$ cat src/rtl/decrypt_frame_ctrl.sv
`default_nettype none
// ============================================================================
// Module      : decrypt_frame_ctrl
// Description : Byte-stream front end for a combinational decrypt core.
//               Parses frames of the form SYNC, KEY, LEN, LEN data bytes, CHK
//               from a valid/ready RX byte stream. Drives the core's key and
//               ciphertext inputs from registers. Captures the core output one
//               cycle later into a small plaintext FIFO with a valid/ready
//               output side.
// Ports       : clk, rst_n                - clock, async active-low reset
//               rx_valid_i/rx_data_i/rx_ready_o - incoming frame bytes
//               dec_key_o/dec_inp_o       - registered key / ciphertext to core
//               dec_out_i                 - plaintext from core (combinational)
//               pt_valid_o/pt_data_o/pt_last_o/pt_ready_i - plaintext FIFO head
//               frame_done_o/frame_err_o  - 1-cycle frame status pulses
//               busy_o                    - frame in progress or capture pending
// Revision    : 1.0 - initial release
// ============================================================================
module decrypt_frame_ctrl #(
    parameter logic [7:0] SYNC_BYTE  = 8'hA5,
    parameter int         MAX_LEN    = 16,
    parameter int         FIFO_DEPTH = 4
) (
    input  logic       clk,
    input  logic       rst_n,
    input  logic       rx_valid_i,
    input  logic [7:0] rx_data_i,
    output logic       rx_ready_o,
    output logic [7:0] dec_key_o,
    output logic [7:0] dec_inp_o,
    input  logic [7:0] dec_out_i,
    output logic       pt_valid_o,
    output logic [7:0] pt_data_o,
    output logic       pt_last_o,
    input  logic       pt_ready_i,
    output logic       frame_done_o,
    output logic       frame_err_o,
    output logic       busy_o
);

    localparam int AW = $clog2(FIFO_DEPTH);
    localparam int CW = $clog2(MAX_LEN + 1);

    typedef enum logic [2:0] {
        ST_IDLE = 3'd0,
        ST_KEY  = 3'd1,
        ST_LEN  = 3'd2,
        ST_DATA = 3'd3,
        ST_CHK  = 3'd4
    } state_t;

    state_t          state_q, state_d;
    logic [7:0]      key_q, key_d;
    logic [7:0]      inp_q, inp_d;
    logic [CW-1:0]   cnt_q, cnt_d;
    logic [7:0]      chk_q, chk_d;
    logic            cap_q, cap_d;
    logic            cap_last_q, cap_last_d;
    logic            done_q, done_d;
    logic            err_q, err_d;

    logic [8:0]      mem_q [FIFO_DEPTH];
    logic [AW-1:0]   wr_ptr_q, rd_ptr_q;
    logic [AW:0]     count_q;

    logic            accept;
    logic            len_ok;
    logic            push, pop;
    logic [AW+1:0]   occupancy;

    // Occupancy includes the byte still in the capture stage, so a DATA byte
    // is only accepted when the FIFO is guaranteed a free slot for it.
    assign occupancy  = {1'b0, count_q} + {{(AW + 1){1'b0}}, cap_q};
    assign rx_ready_o = (state_q != ST_DATA) || (occupancy < (AW + 2)'(FIFO_DEPTH));
    assign accept     = rx_valid_i && rx_ready_o;
    assign len_ok     = (rx_data_i != 8'd0) && (int'({24'd0, rx_data_i}) <= MAX_LEN);

    assign push       = cap_q;
    assign pop        = pt_valid_o && pt_ready_i;

    assign dec_key_o    = key_q;
    assign dec_inp_o    = inp_q;
    assign pt_valid_o   = (count_q != '0);
    assign pt_data_o    = pt_valid_o ? mem_q[rd_ptr_q][7:0] : 8'd0;
    assign pt_last_o    = pt_valid_o ? mem_q[rd_ptr_q][8]   : 1'b0;
    assign frame_done_o = done_q;
    assign frame_err_o  = err_q;
    assign busy_o       = (state_q != ST_IDLE) || cap_q;

    always_comb begin
        state_d    = state_q;
        key_d      = key_q;
        inp_d      = inp_q;
        cnt_d      = cnt_q;
        chk_d      = chk_q;
        cap_d      = 1'b0;
        cap_last_d = 1'b0;
        done_d     = 1'b0;
        err_d      = 1'b0;
        if (accept) begin
            case (state_q)
                ST_IDLE: begin
                    if (rx_data_i == SYNC_BYTE) state_d = ST_KEY;
                end
                ST_KEY: begin
                    key_d   = rx_data_i;
                    state_d = ST_LEN;
                end
                ST_LEN: begin
                    if (len_ok) begin
                        cnt_d   = CW'(rx_data_i);
                        chk_d   = 8'd0;
                        state_d = ST_DATA;
                    end else begin
                        err_d   = 1'b1;
                        state_d = ST_IDLE;
                    end
                end
                ST_DATA: begin
                    inp_d      = rx_data_i;
                    chk_d      = chk_q ^ rx_data_i;
                    cnt_d      = cnt_q - CW'(1);
                    cap_d      = 1'b1;
                    cap_last_d = (cnt_q == CW'(1));
                    if (cnt_q == CW'(1)) state_d = ST_CHK;
                end
                ST_CHK: begin
                    done_d  = (rx_data_i == chk_q);
                    err_d   = (rx_data_i != chk_q);
                    state_d = ST_IDLE;
                end
                default: state_d = ST_IDLE;
            endcase
        end
    end

    always_ff @(posedge clk or negedge rst_n) begin
        if (!rst_n) begin
            state_q    <= ST_IDLE;
            key_q      <= 8'd0;
            inp_q      <= 8'd0;
            cnt_q      <= '0;
            chk_q      <= 8'd0;
            cap_q      <= 1'b0;
            cap_last_q <= 1'b0;
            done_q     <= 1'b0;
            err_q      <= 1'b0;
        end else begin
            state_q    <= state_d;
            key_q      <= key_d;
            inp_q      <= inp_d;
            cnt_q      <= cnt_d;
            chk_q      <= chk_d;
            cap_q      <= cap_d;
            cap_last_q <= cap_last_d;
            done_q     <= done_d;
            err_q      <= err_d;
        end
    end

    // Storage needs no reset: the head is masked while the FIFO is empty.
    always_ff @(posedge clk) begin
        if (push) mem_q[wr_ptr_q] <= {cap_last_q, dec_out_i};
    end

    always_ff @(posedge clk or negedge rst_n) begin
        if (!rst_n) begin
            wr_ptr_q <= '0;
            rd_ptr_q <= '0;
            count_q  <= '0;
        end else begin
            if (push) wr_ptr_q <= wr_ptr_q + AW'(1);
            if (pop)  rd_ptr_q <= rd_ptr_q + AW'(1);
            case ({push, pop})
                2'b10:   count_q <= count_q + (AW + 1)'(1);
                2'b01:   count_q <= count_q - (AW + 1)'(1);
                default: count_q <= count_q;
            endcase
        end
    end

endmodule
`default_nettype wire

$ cat config.mk
export PLATFORM = sky130hd
export DESIGN_NAME = decrypt_frame_ctrl
export DESIGN_NICKNAME = d
export VERILOG_FILES = /design/src/rtl/decrypt_frame_ctrl.sv
export SDC_FILE = /design/constraint.sdc
export NUM_CORES = 1
export LEC_CHECK = 0
export BUFFER_PORTS_ARGS = -buffer_cell sky130_fd_sc_hd__buf_2
export CAP_MARGIN = 20
export CORE_MARGIN = 5
export CORE_UTILIZATION = 50
export CTS_CLUSTER_SIZE = 16
export DETAILED_ROUTE_END_ITERATION = 10
export PLACE_DENSITY = 0.82
export SLEW_MARGIN = 20
export SYNTH_ARGS = -nofsm -noshare
export SYNTH_HDL_FRONTEND = slang
export SYNTH_SLANG_ARGS = --single-unit
export TNS_END_PERCENT = 10
$ cat constraint.sdc
create_clock -name clk -period 2.18 [get_ports clk]
set_input_delay 0.436 -clock clk [delete_from_list [all_inputs] [get_ports clk]]
set_output_delay 0.436 -clock clk [all_outputs]
set_load 0.02 [all_outputs]
# ---- Word-level counts from Yosys, hierarchy flattened
# Memory sizes are Yosys's and may differ from the RTL's.
# Index checks and enable logic that the tools add are counted.
dict set report word_totals {
  reg_bits 43
  mem_bits_rw 36
  in_bits 20
  word_cells 73
  mem_count 1
}
# name words word_bits rd rd_ports_with_merged_regs wr line
set mem_list {}
lappend mem_list {mem_q 4 9 1 0 1 62} ;# logic [8:0] mem_q [FIFO_DEPTH];
dict set report op_classes {
  addsub 6
  order_cmp 2
  n_eq_ne 14
  mux 22
  bitwise_logic 1
  reduce_logical 15
}
# cell n
set ops {}
lappend ops {{two-way mux 8 bit} 2}
lappend ops {{one-hot mux 8 bit (2 select lines)} 1}
lappend ops {{one-hot mux 3 bit (4 select lines)} 1}
lappend ops {{two-way mux 1 bit} 11}
lappend ops {{one-hot mux 5 bit (2 select lines)} 1}
lappend ops {{== test 8 bit} 1}
lappend ops {{== test 8 bit (second input constant)} 1}
lappend ops {{less-or-equal comparator 8 x 5 -> 1 bit (second input constant)} 1}
lappend ops {{!= test 8 bit} 1}
lappend ops {{nonzero test 8 bit} 1}
lappend ops {{XOR 8 bit} 1}
lappend ops {{== test 3 x 2 -> 1 bit (second input constant)} 2}
lappend ops {{two-way mux 3 bit} 2}
lappend ops {{!= test 2 bit (second input constant)} 3}
lappend ops {{one-hot mux 3 bit (2 select lines)} 1}
lappend ops {{AND reduction 3 bit} 2}
lappend ops {{nonzero test 3 bit} 2}
lappend ops {{== test 5 x 1 -> 1 bit (second input constant)} 1}
lappend ops {{two-way mux 5 bit} 1}
lappend ops {{subtractor 5 x 1 -> 5 bit (second input constant)} 1}
lappend ops {{adder 2 x 1 -> 2 bit (second input constant)} 2}
lappend ops {{adder 3 x 1 -> 4 bit} 1}
lappend ops {{less-than comparator 4 x 3 -> 1 bit (second input constant)} 1}
lappend ops {{AND reduction 2 bit} 2}
lappend ops {{other kinds (13)} 17}

# ---- Longest topological paths before layout
# Gate-level depths: netlist of the first run.
dict set report depth {
  depth_word 5
  mapped_depth 8
  depth_no_buf 8
}

# ---- Least setup slack after synthesis of the first run
# OpenSTA, ideal clock, no wires.
dict set report synth_path {
  path_kind {in2reg}
  start {in rx_data_i[1]}
  end {reg cnt_q[0]}
  setup_time_ns 0.126
  arrival_time_ns 1.784
  required_time_ns 2.054
  setup_slack_ns 0.270
  stages 5
  n_path_buf 1
  cell_sequence {buf_4 > nor4_4 > mux2i_2 > nor2_1 > a221o_1}
}
dict set report synth_via {
  elab_chain_len 4
  word_cells_on_any_way 5
  classes_between {order compare: 1; eq/ne: 1; reduce/logical: 3}
}
# item line
set synth_lines {}
lappend synth_lines {{start, declared} 27} ;# input logic [7:0] rx_data_i,
lappend synth_lines {{less-or-equal comparator 8 x 5 -> 1 bit / nonzero test 8 bit (equally long branches)} 76} ;# assign len_ok = (rx_data_i != 8'd0) && (int'({24'd0, rx_data_i}) <= MAX_LEN);
lappend synth_lines {{logical AND 1 bit *} 76}
lappend synth_lines {{!= test 2 bit (no line) *} -}
lappend synth_lines {{AND reduction 3 bit (no line) *} -}
lappend synth_lines {{end signal, assigned} 152} ;# cnt_q <= cnt_d;
lappend synth_lines {{end, declared} 55} ;# logic [CW-1:0] cnt_q, cnt_d;
# Mark *: on every way between the ends. The rest lies on a longest branch, timed or not.
# A chain may end at the register's enable or synchronous reset.

# ---- Worst setup path after layout of the first run
dict set report layout_path {
  start {reg rd_ptr_q[0]}
  end {out pt_data_o[6]}
}
dict set report layout_via {
  elab_chain_len 2
}
# item line
set layout_lines {}
lappend layout_lines {{start, declared} 63} ;# logic [AW-1:0] wr_ptr_q, rd_ptr_q;
lappend layout_lines {{start signal, assigned} 173} ;# if (pop) rd_ptr_q <= rd_ptr_q + AW'(1);
lappend layout_lines {{memory (4 x 9 bit)} -}
lappend layout_lines {{two-way mux 8 bit} 84} ;# assign pt_data_o = pt_valid_o ? mem_q[rd_ptr_q][7:0] : 8'd0;
lappend layout_lines {{end, declared} 33} ;# output logic [7:0] pt_data_o,
# No other way between the ends.

==> metrics.txt, run 1 <==
CORE AREA=0.007176 mm²; CTS tree=built; hold_buf cts=0; largest cells by area after synthesis=edfxtp_1 (30%), dfrtp_1 (30%), mux4_2 (5.6%), nand2_1 (3.7%), mux2_2 (2.5%); GR Util All Layers=0.1767; Most used DFF post-synth=dfrtp_1; Clock Pin Slew Worst Setup and Hold Paths=0.08 ns; status=complete, no violations; Worst Skew=0.01237 ns; share of cells above drive strength 1=0.3003; Remaining Overflow, GRT=0; final setup TNS=0 ns; Final ANT Viol Nets=0; RSZ-0062 raised after global routing=true; Critical Path RT=1.74 ns; CP Class=reg -> out; vias=2403; Seq/Total Area, Yosys=0.5916; clock tree buffer depth=2; Layout Cells excl Fill=442; Hold WC Path Type=in -> async; crit-path max cell delay=0.49 ns; ys async rst share=0.5443; Synth area leader=edfxtp_1; power density over the cells=1159 mW/mm²; worst setup path startpoint=rd_ptr_q[0]; # Max-Cap Violations=0; Cells after DPL=425; proportion of netlist area held by the largest area contributor=0.2965; Mapped Nets=311; vias in the first global route=2423; Int Pwr=3.242 mW; peak supply drop=0.0006580 V; CTS sink count=79; CTS root buf=clkbuf_8; clock share of power=0.242; Crit. End Element=output pin; io pins=50; Crit-path slowest cell=mux4_2; largest net degree at the start of global routing=44; IO Port Bufs=49; post-synthesis cell area=0.003646 mm²; worst-path fanout max=10; commonest non-fill, non-tap cell in the layout=buf_2; Avg WL per Cell=16.82 µm; Die Span Y=95.40 µm; effective utilization at floorplan=0.5081; pin slew with the least headroom to its limit=0.5512 ns; worst r2r src=count_q[0]; Pins Over Slew Limit=0; Area Growth Syn to Fin=16.78%; # fillers=566; mean post-synth cell area=12.88 µm²; GPL Wtd Cong=0.8640; Finished Cell Area=0.004258 mm²; relative slew slack=0.6326; worst setup slack after layout=0.04665 ns; Leak=1.836 nW; YS warnings=0; initial antenna violation count=0; flops & latches, synth=79; Hold Fails Final Rpt=0; DR pass1 iterations=4; Comb pwr share=0.332; H-tree levels=3; Die X=95.40 µm; highest-count cells in the layout ignoring fill and taps=buf_2 (48), dfrtp_1 (43), nand2_1 (36), edfxtp_1 (36), inv_1 (15); # nets final=366; setup violators final=0; fmax=468.7 MHz; Syn Inst Count=283; post-place setup slack=0.1538 ns; post-synth cell types=49; EDFF count, synth=36; startpoint types=flop; Die ar.=0.009100 mm²; initial DRC count=119; routed vias/inst=5.437; Final Power=4.935 mW; Num CTS Buffers=9; CP cell instances=buf_12 > mux4_2 > and2_1 > buf_2; switching portion of total power=0.3432; WHS=0.1394 ns; Worst-Skew Late Latency=0.36 ns; fin util=0.5934; DRC=0; Seq pwr share=0.426; WL final=7434 µm; critical path data arrival time=1.70 ns; FP Rows=31; first-pass GRT wire length=12010 µm; Final HPWL DP=5107 µm; Tmin final=2.133 ns; n_diodes=0; Tcrit/Tclk final=0.9786; Psw=1.694 mW; placed inst area=0.004008 mm²
[path summary, 6_finish.rpt]
kind | endpoint | slack, ns | cells past startpoint
max | pt_data_o[6] | 0.05 | 4
min | dec_key_o[5] | 0.14 | 2
max reg2reg | count_q[2] | 0.24 | 8
min reg2reg | dec_inp_o[4] | 0.48 | 2
max in group asynchronous | count_q[0] | 1.66 | 2
min in group clk | mem_q[0][4] | 0.29 | 1
[what timing repair did]
| action | 4_1_cts | 5_1_grt |
|---|---|---|
| setup buffers | 1 | 0 |
| endpoints found under the setup margin | 9 | 6 |
| gates cloned | 0 | 0 |
| resized for setup | 3 | 3 |
[cell usage after synthesis (2+ instances only)]
cell,count
dfrtp_1,43
edfxtp_1,36
nand2_1,36
inv_1,15
and2_1,14
nor2_1,11
o21ai_0,11
xnor2_1,10
buf_2,9
mux4_2,9
mux2_2,8
a21oi_1,7
ha_1,7
nor3b_1,6
clkbuf_1,5
xor2_1,4
a211o_1,3
a221o_1,3
and3_1,3
nand2b_1,3
nand3_1,3
nand4_1,3
nor2b_1,3
nor3_1,3
nor4_4,2
o21a_1,2
o22ai_1,2
[layer usage]
layer	wire length, µm	global-route usage	up-vias
li1	-	-	1116
met3	404	0.03788	10
met1	3062	0.2216	1200
met5	0	0	-
met2	3836	0.2962	77
met4	130	0.07583	0
[critical path: cells and delay by family, from the launching register on]
family                 cells  cell delay, ns
muxes                      1            0.49
and+or+nand+nor            1            0.16
buffers and inverters      2            0.30
DFF                        1            0.38
[area by class of cell]
class / count / area [µm²] / area share
Sequential cell: 79 / 2157 / 0.5066
Multi-Input combinational cell: 173 / 1353 / 0.3177
Timing Repair Buffer: 60 / 346.6 / 0.08140
Clock buffer: 9 / 123.9 / 0.02909
Tap cell: 99 / 123.9 / 0.02909
Clock inverter: 7 / 97.59 / 0.02292
Inverter: 15 / 56.30 / 0.01322
[power groups by stage]
stage | Clock, mW | Combinational [mW] | Sequential (mW)
floorplan | 0 | 1.03 | 2.20
global placement | 0 | 1.57 | 2.10
global route | 1.26 | 1.80 | 2.15
CTS | 1.21 | 1.65 | 2.10
finish | 1.20 | 1.64 | 2.10
detailed placement | 0 | 1.60 | 2.12
[cells by family after synthesis]
family	synth area share
and+or+nand+nor	0.1462
buffers and inverters	0.03809
xor gates and xnor gates	0.03363
muxes	0.08408
DFF	0.5916
AOI/OAI and AO/OA	0.07687
adders and majority gates	0.02951
[registers in the layout (all words and copies together) (netlist names)]
register / flops
cap_last_q: 1
cap_q: 1
chk_q: 8
cnt_q: 5
count_q: 3
dec_inp_o: 8
dec_key_o: 8
frame_done_o: 1
frame_err_o: 1
mem_q: 36
rd_ptr_q: 2
state_q: 3
wr_ptr_q: 2
(Power assumes the default switching activity.)
==> inputs of run 2 (changes only) <==
Settings changed: PLACE_DENSITY 0.82 to 0.85, SETUP_SLACK_MARGIN set to 0.3.
Clock period 2.18 ns to 1.9 ns, I/O delays scaled along.
==> metrics.txt, run 2 (same netlist as run 1, synthesis figures left out) <==
Finished Cell Area=0.004571 mm² (was 0.004258 mm²); Num CTS Buffers=9 (unchanged); RSZ-0062 raised after global routing=true (unchanged); largest net degree at the start of global routing=26 (was 44); n_diodes=0 (unchanged); commonest non-fill, non-tap cell in the layout=dfrtp_1 (was buf_2); Hold Fails Final Rpt=14 (was 0); Crit. End Element=output pin (unchanged); failing checks=negative hold slack, negative setup slack; IO Port Bufs=49 (unchanged); routed vias/inst=5.429 (was 5.437); fmax=480.1 MHz; Reg with most FFs=mem_q (unchanged); Die ar.=0.009100 mm² (unchanged); placed inst area=0.004139 mm² (was 0.004008 mm²); DR pass1 iterations=4 (unchanged); CTS root buf=clkbuf_8 (unchanged); share of cells above drive strength 1=0.4023 (was 0.3003); Leak=1.938 nW (was 1.836 nW); Multi-input gate area=0.001509 mm² (was 0.001353 mm²); Die X=95.40 µm (unchanged); initial DRC count=120 (was 119); io pins=50 (unchanged); setup violators final=9 (was 0); Worst Skew=0.007331 ns (was 0.01237 ns); initial antenna violation count=0 (unchanged); vias=2454 (was 2403); clock tree buffer depth=2 (unchanged); peak supply drop=0.0006909 V (was 0.0006580 V); Final HPWL DP=5438 µm (was 5107 µm); WL final=7834 µm (was 7434 µm); relative slew slack=0.6765 (was 0.6326); worst-path fanout max=5 (was 10); Hold WC Path Type=in -> async (unchanged); H-tree levels=3 (unchanged); FP Rows=31 (unchanged); post-place setup slack=0.04263 ns (was 0.1538 ns); Final ANT Viol Nets=0 (unchanged); CORE AREA=0.007176 mm² (unchanged); CTS sink count=79 (unchanged); power density over the cells=1313 mW/mm² (was 1159 mW/mm²); Worst R2R Setup Slack=0.05 ns (was 0.24 ns); # nets final=376 (was 366); first-pass GRT wire length=12730 µm (was 12010 µm); DRC=0 (unchanged); Reg2Reg Depth=8 (unchanged); Tmin final=2.083 ns; GPL Wtd Cong=0.9137 (was 0.8640); pin slew with the least headroom to its limit=0.4853 ns (was 0.5512 ns); worst r2r src=count_q[2] (was count_q[0]); worst setup slack after layout=-0.1828 ns (was 0.04665 ns); highest-count cells in the layout ignoring fill and taps=dfrtp_1 (39), buf_2 (37), edfxtp_1 (36), nand2_1 (35), buf_6 (17) (was buf_2 (48), dfrtp_1 (43), nand2_1 (36), edfxtp_1 (36), inv_1 (15)); # fillers=518 (was 566); GR Util All Layers=0.1857 (was 0.1767); # Max-Cap Violations=0 (unchanged); status=finished with violations (was complete, no violations); Pins Over Slew Limit=0 (unchanged); WHS=-0.008336 ns (was 0.1394 ns); Register Area=0.002162 mm² (was 0.002157 mm²); startpoint types=flop (unchanged); CP Class=reg -> out (unchanged); critical path data arrival time=1.70 ns (about the same); Clock Pin Slew Worst Setup and Hold Paths=0.08 ns (about the same); vias in the first global route=2570 (was 2423); FF-to-FF End=count_q[2] (unchanged); Area Growth Syn to Fin=25.36% (was 16.78%); Critical Path RT=1.52 ns (was 1.74 ns); effective utilization at floorplan=0.5081 (unchanged); CTS tree=built (unchanged); Tcrit/Tclk final=1.096; Avg WL per Cell=17.33 µm (was 16.82 µm); max reg flops=36 (unchanged); Die Span Y=95.40 µm (unchanged); hold_buf cts=0 (unchanged); Worst-Skew Late Latency=0.34 ns (was 0.36 ns); Remaining Overflow, GRT=0 (unchanged)
==> run 2: how the worst max path moves through the flow <==
stage / startpoint / endpoint / slack, ns / cells after the start
4_1_cts: rd_ptr_q[0] / pt_last_o / -0.19 / 4
2_1_floorplan: rx_data_i[1] / state_q[1] / 0.15 / 5
6_report: rd_ptr_q[0] / pt_data_o[0] / -0.18 / 4
5_1_grt: rd_ptr_q[0] / pt_data_o[3] / -0.23 / 4
3_3_place_gp: count_q[2] / count_q[2] / 0.06 / 8
3_5_place_dp: rx_data_i[1] / state_q[1] / 0.04 / 5
==> run 2: report_power, final <==
part	total, mW	switching (mW)	internal, mW	leakage, nW
Clock	1.07	0.596	0.476	0.0813
Sequential	2.41	0.296	2.12	0.881
Combinational	2.52	1.19	1.33	0.976
==> run 2: worst max-delay path, cell delays in order, from the launching register on <==
cell and delay (ns):
dfrtp_2 0.42, clkbuf_16 0.17, mux4_2 0.49, and2_4 0.15
buf_6 0.12
==> run 2: per-stage QoR <==
| stage | util | total power, mW | hold WS (ns) | std cells | setup TNS (ns) |
|---|---|---|---|---|---|
| after floorplan | - | 3.744 | 0.08441 | 283 | 0 |
| after global placement | 0.5768 | 4.354 | 0.3589 | 433 | 0 |
| after detailed placement | 0.5768 | 4.448 | 0.3708 | 433 | 0 |
| after CTS | 0.6148 | 5.673 | 0.001713 | 450 | -1.595 |
| after global routing | 0.6370 | 6.341 | 0.006331 | 452 | -1.879 |
| final | 0.6370 | 6.002 | -0.008336 | 452 | -1.402 |
==> run 2: area by class of cell <==
cell class                      count  share of cell area
Sequential cell                    79              0.4730
Multi-Input combinational cell    173              0.3301
Timing Repair Buffer               70              0.1207
Clock buffer                       11             0.02874
Tap cell                           99             0.02710
Inverter                           15             0.01287
Clock inverter                      5            0.007391
==> run 2: timing repair <==
item                                    CTS  global route
endpoints found under the setup margin   26            35
gates resized for setup                  25            41
buffers inserted                          1             1
pin swaps                                10            17
gates cloned                              0             1
==> run 2: metal layers <==
metal	vias up	track usage	part of all wire
met5	-	0	0
met4	0	0.06635	0.014
met3	10	0.04420	0.055
met2	77	0.3236	0.53
met1	1238	0.2248	0.40
li1	1129	-	-
